### config.mk
export PLATFORM = sky130hd
export DESIGN_NAME = pc_gen_flat
export DESIGN_NICKNAME = d
export VERILOG_FILES = /design/src/rtl/pc_gen_if.sv /design/src/rtl/pc_gen.sv /design/src/flat_wrapper.sv
export SDC_FILE = /design/constraint.sdc
export NUM_CORES = 1
export LEC_CHECK = 0
export CAP_MARGIN = 0
export CORE_AREA = 4 4 94 96
export DETAILED_ROUTE_END_ITERATION = 8
export DIE_AREA = 0 0 98 100
export PLACE_DENSITY = 0.95
export REMOVE_ABC_BUFFERS = 1
export SLEW_MARGIN = 0
export SYNTH_ARGS = -nofsm -noshare
export SYNTH_HDL_FRONTEND = slang
export SYNTH_SLANG_ARGS = --single-unit
### constraint.sdc
create_clock -name clk_in -period 5.3 [get_ports clk_in]
set_clock_uncertainty 0.05 [all_clocks]
set_input_delay 1.06 -clock clk_in [delete_from_list [all_inputs] [get_ports clk_in]]
set_output_delay 1.06 -clock clk_in [all_outputs]
set_load 0.01 [all_outputs]
### src/rtl/pc_gen_if.sv
// Fetch-request bundle between the PC generator and its core/instruction-memory side.
interface pc_gen_if #(
    parameter int DATA_WIDTH  = 32,
    parameter int COUNT_WIDTH = 16
);
    logic                   pc_gen_stall_in;
    logic                   pc_gen_compressed_in;
    logic                   pc_gen_redirect_valid_in;
    logic [DATA_WIDTH-1:0]  pc_gen_redirect_target_in;
    logic                   pc_gen_trap_valid_in;
    logic [DATA_WIDTH-1:0]  pc_gen_trap_vector_in;
    logic                   pc_gen_req_ready_in;
    logic                   pc_gen_req_valid_out;
    logic [DATA_WIDTH-1:0]  pc_gen_pc_out;
    logic [DATA_WIDTH-1:0]  pc_gen_next_pc_out;
    logic                   pc_gen_misaligned_out;
    logic [COUNT_WIDTH-1:0] pc_gen_fetch_count_out;

    modport master (
        output pc_gen_stall_in, pc_gen_compressed_in, pc_gen_redirect_valid_in,
               pc_gen_redirect_target_in, pc_gen_trap_valid_in, pc_gen_trap_vector_in,
               pc_gen_req_ready_in,
        input  pc_gen_req_valid_out, pc_gen_pc_out, pc_gen_next_pc_out,
               pc_gen_misaligned_out, pc_gen_fetch_count_out
    );

    modport slave (
        input  pc_gen_stall_in, pc_gen_compressed_in, pc_gen_redirect_valid_in,
               pc_gen_redirect_target_in, pc_gen_trap_valid_in, pc_gen_trap_vector_in,
               pc_gen_req_ready_in,
        output pc_gen_req_valid_out, pc_gen_pc_out, pc_gen_next_pc_out,
               pc_gen_misaligned_out, pc_gen_fetch_count_out
    );
endinterface

### src/rtl/pc_gen.sv
// IF-stage program counter: valid/ready fetch request, +2/+4 stepping,
// redirect/trap handling with misalignment halt, and an accepted-fetch counter.
module pc_gen #(
    parameter int                  DATA_WIDTH    = 32,
    parameter logic [DATA_WIDTH-1:0] RESET_VECTOR = '0,
    parameter bit                  COMPRESSED_EN = 1'b1,
    parameter int                  COUNT_WIDTH   = 16
) (
    input  logic   clk_in,
    input  logic   rst_in,
    pc_gen_if.slave bus
);
    typedef enum logic [1:0] {BOOT, FETCH, HALT} state_t;

    localparam logic [DATA_WIDTH-1:0] ALIGN_MASK =
        COMPRESSED_EN ? DATA_WIDTH'(1) : DATA_WIDTH'(3);

    state_t                 state;
    logic [DATA_WIDTH-1:0]  pc;
    logic [DATA_WIDTH-1:0]  next_pc;
    logic [COUNT_WIDTH-1:0] count;
    logic                   misaligned;
    logic                   valid;
    logic                   accept;
    logic                   target_bad;

    assign next_pc    = pc + ((COMPRESSED_EN && bus.pc_gen_compressed_in) ?
                              DATA_WIDTH'(2) : DATA_WIDTH'(4));
    assign valid      = (state == FETCH) && !bus.pc_gen_stall_in;
    assign accept     = valid && bus.pc_gen_req_ready_in;
    assign target_bad = |(bus.pc_gen_redirect_target_in & ALIGN_MASK);

    always_ff @(posedge clk_in) begin
        if (rst_in) begin
            state      <= BOOT;
            pc         <= RESET_VECTOR;
            count      <= '0;
            misaligned <= 1'b0;
        end else begin
            misaligned <= 1'b0;
            // Counted even when a redirect/trap replaces the advance below.
            if (accept)
                count <= count + COUNT_WIDTH'(1);

            if (bus.pc_gen_trap_valid_in) begin
                pc    <= bus.pc_gen_trap_vector_in & ~ALIGN_MASK;
                state <= FETCH;
            end else if (bus.pc_gen_redirect_valid_in && state != HALT) begin
                if (target_bad) begin
                    misaligned <= 1'b1;
                    state      <= HALT;
                end else begin
                    pc    <= bus.pc_gen_redirect_target_in;
                    state <= FETCH;
                end
            end else begin
                if (state == BOOT)
                    state <= FETCH;
                if (accept)
                    pc <= next_pc;
            end
        end
    end

    assign bus.pc_gen_req_valid_out   = valid;
    assign bus.pc_gen_pc_out          = pc;
    assign bus.pc_gen_next_pc_out     = next_pc;
    assign bus.pc_gen_misaligned_out  = misaligned;
    assign bus.pc_gen_fetch_count_out = count;
endmodule
### src/flat_wrapper.sv
// flat-port wrapper written by rule: the top's interface ports become plain ports
module pc_gen_flat 
#(
    parameter int                  DATA_WIDTH    = 32,
    parameter logic [DATA_WIDTH-1:0] RESET_VECTOR = '0,
    parameter bit                  COMPRESSED_EN = 1'b1,
    parameter int                  COUNT_WIDTH   = 16
)
  (clk_in, rst_in, bus_pc_gen_stall_in, bus_pc_gen_compressed_in, bus_pc_gen_redirect_valid_in, bus_pc_gen_redirect_target_in, bus_pc_gen_trap_valid_in, bus_pc_gen_trap_vector_in, bus_pc_gen_req_ready_in, bus_pc_gen_req_valid_out, bus_pc_gen_pc_out, bus_pc_gen_next_pc_out, bus_pc_gen_misaligned_out, bus_pc_gen_fetch_count_out);
  pc_gen_if #(.DATA_WIDTH(DATA_WIDTH), .COUNT_WIDTH(COUNT_WIDTH)) bus_i ();
  input  logic clk_in;
  input  logic rst_in;
  input wire logic [$bits(bus_i.pc_gen_stall_in)-1:0] bus_pc_gen_stall_in;
  input wire logic [$bits(bus_i.pc_gen_compressed_in)-1:0] bus_pc_gen_compressed_in;
  input wire logic [$bits(bus_i.pc_gen_redirect_valid_in)-1:0] bus_pc_gen_redirect_valid_in;
  input wire logic [$bits(bus_i.pc_gen_redirect_target_in)-1:0] bus_pc_gen_redirect_target_in;
  input wire logic [$bits(bus_i.pc_gen_trap_valid_in)-1:0] bus_pc_gen_trap_valid_in;
  input wire logic [$bits(bus_i.pc_gen_trap_vector_in)-1:0] bus_pc_gen_trap_vector_in;
  input wire logic [$bits(bus_i.pc_gen_req_ready_in)-1:0] bus_pc_gen_req_ready_in;
  output wire logic [$bits(bus_i.pc_gen_req_valid_out)-1:0] bus_pc_gen_req_valid_out;
  output wire logic [$bits(bus_i.pc_gen_pc_out)-1:0] bus_pc_gen_pc_out;
  output wire logic [$bits(bus_i.pc_gen_next_pc_out)-1:0] bus_pc_gen_next_pc_out;
  output wire logic [$bits(bus_i.pc_gen_misaligned_out)-1:0] bus_pc_gen_misaligned_out;
  output wire logic [$bits(bus_i.pc_gen_fetch_count_out)-1:0] bus_pc_gen_fetch_count_out;
  assign bus_i.pc_gen_stall_in = bus_pc_gen_stall_in;
  assign bus_i.pc_gen_compressed_in = bus_pc_gen_compressed_in;
  assign bus_i.pc_gen_redirect_valid_in = bus_pc_gen_redirect_valid_in;
  assign bus_i.pc_gen_redirect_target_in = bus_pc_gen_redirect_target_in;
  assign bus_i.pc_gen_trap_valid_in = bus_pc_gen_trap_valid_in;
  assign bus_i.pc_gen_trap_vector_in = bus_pc_gen_trap_vector_in;
  assign bus_i.pc_gen_req_ready_in = bus_pc_gen_req_ready_in;
  assign bus_pc_gen_req_valid_out = bus_i.pc_gen_req_valid_out;
  assign bus_pc_gen_pc_out = bus_i.pc_gen_pc_out;
  assign bus_pc_gen_next_pc_out = bus_i.pc_gen_next_pc_out;
  assign bus_pc_gen_misaligned_out = bus_i.pc_gen_misaligned_out;
  assign bus_pc_gen_fetch_count_out = bus_i.pc_gen_fetch_count_out;
  pc_gen #(.DATA_WIDTH(DATA_WIDTH), .RESET_VECTOR(RESET_VECTOR), .COMPRESSED_EN(COMPRESSED_EN), .COUNT_WIDTH(COUNT_WIDTH)) u_core (.clk_in(clk_in), .rst_in(rst_in), .bus(bus_i));
endmodule
==> summary.txt, run 1 <==
HP Class = reg2reg
max-cap check violation count = 0
Slew Limit Headroom = 44.95%
DR WL/cell = 19.09 um
first-pass GRT wire length = 21,500 um
drt drc = 0
final number of setup-violating endpoints = 0
fin crit share = 91.01%
antenna-violating nets left = 0
clk buf depth = 2
crit end category = primary output
cell depth of the worst flop-to-flop path = 6
Combinational Power Share = 30.8%
Unique masters post-synth = 77
most used cell, CP = clkdlybuf4s50_1
CTS tree = done
Yosys reg bits = 51
Die Y = 100 um
number of buffers and inverters on the critical path = 2
min cycle time layout = 4824 ps
leakage dissipation = 1.918 nW
Post-synth top flop = dfxtp_1
Post-Synth XOR/XNOR Area = 10.04%
Vias/cell = 6.156
fraction of registers with async set/reset = 0%
Root Buffer = clkbuf_8
Inserted Clock Buffers = 5
signal arrival time at the worst endpoint = 3710 ps
sequential share of power = 43.4%
RSZ-0062 raised after global routing = false
mux contribution to synthesized area = 0.8197%
Avg Inst Size Synth = 7.745 um^2
Worst VDD drop = 143.9 uV
Max Slew Vio Count = 0
DRT iter0 DRCs = 264
slowest CP cell = clkdlybuf4s50_1
post-layout util = 65.98%
Die Area = 0.009800 mm^2
core area = 0.008051 mm^2
main combinational cell family by area after synthesis = simple AND/OR/NAND/NOR gates
hold path start = u_core.bus.pc_gen_pc_out[0]
Data required, critical path = 4190 ps
design area = 0.005313 mm^2
CTS resizes = 0
Worst Setup Start Kind = input pin
Post-DP HPWL = 9877 um
EDFF count, synth = 0
all-layer global routing usage = 26.56%
Crit Path Class = in2out
hold_buf cts = 0
Crit path largest cell delay = 570 ps
GP Congestion = 0.9091
R2R Setup Slk = 2580 ps
number of setup buffers added after CTS = 0
crit path max fanout = 4
initial antenna violation count = 0
reg2reg start = u_core.state[0]
I/O Pins = 153
Post-Synth Adder-Cell Area = 1.571%
Die X-Extent = 98 um
layout cell share with drive strength beyond 1 = 6.086%
Initial DRT Pass Iterations = 6
Diodes inserted = 0
PwrDens = 192.6 mW/mm^2
Sum Neg Setup Slack = 0 ps
fin nets = 682
internal power = 0.6959 mW
Psw = 0.3271 mW
Mapped Cells = 473
CP Cell Sequence = clkdlybuf4s50_1 -> ha_1 -> fa_1 -> and4_1 -> nand4_1 -> nor4_1 -> xor2_1 -> clkdlybuf4s50_1
Post-Synth Simple-Gate Area = 32.27%
CP top delay family = buffers and inverters
clock share of power = 25.7%
vias = 4,389
GRT overflow = 0
Mapped Area = 0.003664 mm^2
switching share of power = 31.97%
WHS Endpoint = u_core.bus.pc_gen_pc_out[0]
FP Rows = 33
Port Buffers = 151
number of H-tree levels = 2
number of global-route vias before repair = 4,366
hold path cells = 2
synthesis-to-layout area growth = 45.01%
WL final = 13,610 um
Compound-Gate Fraction of Synth Area = 21.58%
clk_lat worst skew = 320 ps
Worst-Margin Slew = 823.8 ps
DP Area = 0.005209 mm^2
Starting Density = 45.50%
largest net degree at the start of global routing = 45
status = finished, final reports clean
register area share after synthesis = 27.87%
clk sinks = 51
Ys Warns = 0
Final Hold Fails = 0
reg2reg end = u_core.bus.pc_gen_pc_out[14]
fmax = 207.3 MHz
Clock transition at path regs = 100 ps
## through the flow
| step | instances | total power, mW | hold slack (ps) | worst slack (ps) |
|---|---|---|---|---|
| 3_5_place_dp | 705 | 0.7629 | 413.6 | 539.3 |
| 2_1_floorplan | 439 | 0.5718 | 436.0 | 1801 |
| 3_3_place_gp | 705 | 0.7530 | 397.5 | 560.4 |
| 5_1_grt | 713 | 1.065 | 443.2 | 352.0 |
| 4_1_cts | 713 | 1.022 | 425.2 | 526.2 |
| 6_report | 713 | 1.023 | 429.3 | 476.4 |
## per-layer routing
layer  wire length [um]  GRT usage [%]  vias to the layer above  share of wire [%]
met3               1078          4.726                       41                7.9
met2               6743          47.12                      256                 50
met1               5354          32.08                     2075                 39
met4                432          10.01                        0                3.2
met5                  0              0                        -                  0
li1                   -              -                     2017                  -
## Yosys cell counts (6+ instances only)
cell	instances	area share, %
nand2_1	48	4.9
xor2_1	22	5.3
inv_1	10	1.0
a31oi_1	7	1.2
nor3_1	14	1.9
nor4_1	9	1.5
nand4_1	17	2.9
nor2_1	50	5.1
xnor2_1	20	4.8
o21ai_0	16	2.2
dfxtp_1	51	28
nand3_1	19	2.6
a21oi_1	25	3.4
or3_1	6	1.0
o211ai_1	6	1.2
clkbuf_1	21	2.2
and3_1	12	2.0
## worst register-to-register path: cells and delay by family, from the launching register on
kind,cells,cell delay [ps]
AOI/OAI and AO/OA,2,660
buffers and inverters,1,290
and+or+nand+nor,3,1200
DFF,1,420
## worst max-delay path by stage
stage | cells after the start | to | from | slack, ps
final | 8 | bus_pc_gen_next_pc_out[23] | bus_pc_gen_compressed_in | 480
after global routing | 8 | bus_pc_gen_next_pc_out[31] | bus_pc_gen_compressed_in | 350
after CTS | 8 | bus_pc_gen_next_pc_out[23] | bus_pc_gen_compressed_in | 530
after detailed placement | 8 | bus_pc_gen_next_pc_out[23] | bus_pc_gen_compressed_in | 540
after global placement | 8 | bus_pc_gen_next_pc_out[23] | bus_pc_gen_compressed_in | 560
after floorplan | 6 | bus_pc_gen_next_pc_out[23] | bus_pc_gen_compressed_in | 1800
## cell type report
type / count / area (um^2)
tap: 105 / 131.4
inverter: 11 / 41.29
clock inverter: 1 / 7.507
timing repair buffer: 161 / 1587
fill: 659 / 2739
multi-input combinational: 377 / 2429
sequential: 51 / 1021
clock buffer: 7 / 96.34
## registers in the layout, summed over array words and instances (netlist names)
| register | cells |
|---|---|
| u_core.bus.pc_gen_fetch_count_out | 16 |
| u_core.bus.pc_gen_misaligned_out | 1 |
| u_core.bus.pc_gen_pc_out | 32 |
| u_core.state | 2 |
## placed cells by master, fill, tap and decap left out, types with 3 or more instances in the layout
master and instances:
clkdlybuf4s50_1 151, dfxtp_1 51, nor2_1 50, nand2_1 48, a21oi_1 25, xor2_1 22, xnor2_1 20, nand3_1 19
nand4_1 17, o21ai_0 16, nor3_1 14, and3_1 12, inv_1 10, buf_4 10, nor4_1 9, a31oi_1 7
clkbuf_8 7, or3_1 6, o211ai_1 6, and2_1 5, o31ai_1 5, and4_1 4, or4_1 4, nor2b_1 4
a2bb2oi_1 4, o32ai_1 4, and3_2 3, nor4_2 3, a21o_1 3, nand2b_1 3, a311oi_1 3, o211a_1 3
a211o_1 3, mux2i_1 3, ha_1 3
## cells by family after synthesis
logic type	after synthesis
AO/OA/AOI/OAI	111
multiplexers	3
buffers and inverters	45
flip-flops	51
adder cells (fa/ha/maj)	4
AND/OR/NAND/NOR	217
XOR/XNOR	42
## power by group through the flow
stage / clock network [mW] / logic, mW / registers (mW)
floorplan: 0 / 0.119 / 0.453
global placement: 0 / 0.304 / 0.449
detailed placement: 0 / 0.311 / 0.452
CTS: 0.265 / 0.314 / 0.443
global route: 0.279 / 0.337 / 0.449
finish: 0.263 / 0.315 / 0.444
Note: power is estimated with default switching activity, not from simulation.
==> run 2: changes to the inputs <==
--- a/config.mk
+++ b/config.mk
@@ -6,10 +6,10 @@
 export NUM_CORES = 1
 export LEC_CHECK = 0
 export CAP_MARGIN = 0
-export CORE_AREA = 4 4 94 96
+export CORE_AREA = 4 4 97 99
 export DETAILED_ROUTE_END_ITERATION = 8
-export DIE_AREA = 0 0 98 100
-export PLACE_DENSITY = 0.95
+export DIE_AREA = 0 0 101 103
+export PLACE_DENSITY = 0.92
 export REMOVE_ABC_BUFFERS = 1
 export SLEW_MARGIN = 0
 export SYNTH_ARGS = -nofsm -noshare
==> constraint.sdc (replaced) <==
create_clock -name clk_in -period 4.56 [get_ports clk_in]
set_clock_uncertainty 0.05 [all_clocks]
set_input_delay 0.912 -clock clk_in [delete_from_list [all_inputs] [get_ports clk_in]]
set_output_delay 0.912 -clock clk_in [all_outputs]
set_load 0.01 [all_outputs]
==> summary.txt, run 2 (synthesized netlist as in run 1, its figures left out) <==
Slew Limit Headroom = 39.30% (-5.7 points)
Die Y = 103 um (+3.0%)
number of H-tree levels = 2 (unchanged)
CTS tree = done
GRT overflow = 0 (unchanged)
DP Worst Slack = 99.37 ps (-439.9 ps)
I/O Pins = 153 (unchanged)
crit path max fanout = 4 (unchanged)
Worst Setup Start Kind = input pin
GP Congestion = 0.9743 (+7.2%)
final number of setup-violating endpoints = 0 (unchanged)
Max Slew Vio Count = 0 (unchanged)
HP Class = reg2reg
layout cell share with drive strength beyond 1 = 7.026% (+0.94 points)
Crit Path Class = in2out
PwrDens = 218.9 mW/mm^2 (+14%)
synthesis-to-layout area growth = 46.38%
Initial DRT Pass Iterations = 5 (-1)
Die X-Extent = 101 um (+3.1%)
largest net degree at the start of global routing = 37 (-18%)
max-cap check violation count = 0 (unchanged)
DRT iter0 DRCs = 259 (-1.9%)
leakage dissipation = 1.965 nW (+2.5%)
initial antenna violation count = 0 (unchanged)
worst setup margin = 47.47 ps (-429.0 ps)
DP Area = 0.005228 mm^2 (+0.36%)
max FFs per register = 32 (unchanged)
Worst VDD drop = 126.3 uV (-12%)
FP Rows = 34 (+3.0%)
clk buf depth = 2 (unchanged)
signal arrival time at the worst endpoint = 3550 ps (-160 ps)
clk sinks = 51 (unchanged)
Post-DP HPWL = 10,150 um (+2.7%)
status = finished, final reports clean
fin crit share = 98.96%
first-pass GRT wire length = 20,890 um (-2.8%)
Port Buffers = 151 (unchanged)
Final Hold Fails = 0 (unchanged)
clk_lat worst skew = 320 ps (about the same)
Die Area = 0.01040 mm^2 (+6.2%)
core area = 0.008551 mm^2 (+6.2%)
Vias/cell = 6.014 (-2.3%)
Data required, critical path = 3600 ps (-590 ps)
WL final = 13,650 um (+0.29%)
vias = 4,330 (-1.3%)
Worst-Margin Slew = 910.5 ps (+86.77 ps)
Root Buffer = clkbuf_8
Clock transition at path regs = 110 ps (about the same)
fill count = 711 (+7.9%)
Starting Density = 42.84% (-2.7 points)
drt drc = 0 (unchanged)
Inserted Clock Buffers = 5 (unchanged)
Sum Neg Setup Slack = 0 ps (unchanged)
most common cell after layout, fill and taps aside = clkdlybuf4s50_1
antenna-violating nets left = 0 (unchanged)
RSZ-0062 raised after global routing = false
fmax = 221.6 MHz
min cycle time layout = 4513 ps
final hold slack = 417.7 ps (-11.60 ps)
fin nets = 686 (+0.59%)
Diodes inserted = 0 (unchanged)
number of global-route vias before repair = 4,273 (-2.1%)
all-layer global routing usage = 24.99% (-1.6 points)
design area = 0.005363 mm^2 (+0.94%)
crit end category = primary output
commonest cells after routing, fill and taps aside = clkdlybuf4s50_1 (151), dfxtp_1 (51), nor2_1 (49)
DR WL/cell = 18.95 um (-0.69%)
run 2: changes by cell type in the layout (fill, tap and decap cells not counted):
| cell | change |
|---|---|
| buf_4 | +4 |
| nor2_2 | +1 |
| nor4_2 | -1 |
| nor4_1 | -1 |
| nor4_4 | +2 |
| nor2_1 | -1 |
| clkbuf_8 | -2 |
| inv_6 | +2 |
run 2: area by class of cell:
type                       instances  area [um^2]  share of cell area, %
clock buffer                       5        68.82                  1.283
clock inverter                     3        25.02                 0.4666
tap                              108        135.1                  2.520
inverter                          11        41.29                 0.7699
sequential                        51         1021                  19.04
multi-input combinational        377         2455                  45.78
timing repair buffer             165         1617                  30.14
run 2: metal layers:
layer / wire, um / track usage [%]
met5: 0 / 0
met2: 6619 / 43.04
met3: 1348 / 6.766
met4: 338 / 8.793
met1: 5341 / 30.05
run 2: power by group:
group,switching (mW),leakage (nW),total (mW),internal [mW]
logic,0.167,1.50,0.369,0.202
registers,0.0453,0.419,0.515,0.470
clock network,0.178,0.0452,0.290,0.112
total,0.390,1.96,1.17,0.784
run 2: worst paths after layout:
kind / startpoint / endpoint / slack [ps] / depth (start not counted)
worst max-delay path: bus_pc_gen_compressed_in / bus_pc_gen_next_pc_out[17] / 50 / 8
worst min-delay path: u_core.bus.pc_gen_pc_out[0] / u_core.bus.pc_gen_pc_out[0] / 420 / 2
worst min register to register: u_core.bus.pc_gen_pc_out[0] / u_core.bus.pc_gen_pc_out[0] / 420 / 2
worst max register to register: u_core.state[1] / u_core.bus.pc_gen_pc_out[31] / 1960 / 6
run 2: worst max-delay path: stages:
cell and delay [ps]:
clkdlybuf4s50_1 490, ha_1 210, fa_1 280, nand4_1 230, nor2_1 350, and4_1 270, xor2_1 220, clkdlybuf4s50_1 580
run 2: stage by stage:
| stage | utilization, % | power (mW) | std cells |
|---|---|---|---|
| after global routing | 62.72 | 1.224 | 720 |
| after global placement | 61.14 | 0.8807 | 710 |
| after detailed placement | 61.14 | 0.8884 | 710 |
| after floorplan | - | 0.6646 | 439 |
| after CTS | 62.23 | 1.172 | 718 |
| final | 62.72 | 1.174 | 720 |
run 2: what timing repair did:
item	4_1_cts	5_1_grt
resized for setup	0	4
buffers inserted	0	2
hold buffers	0	0
endpoints found under the setup margin	0	3
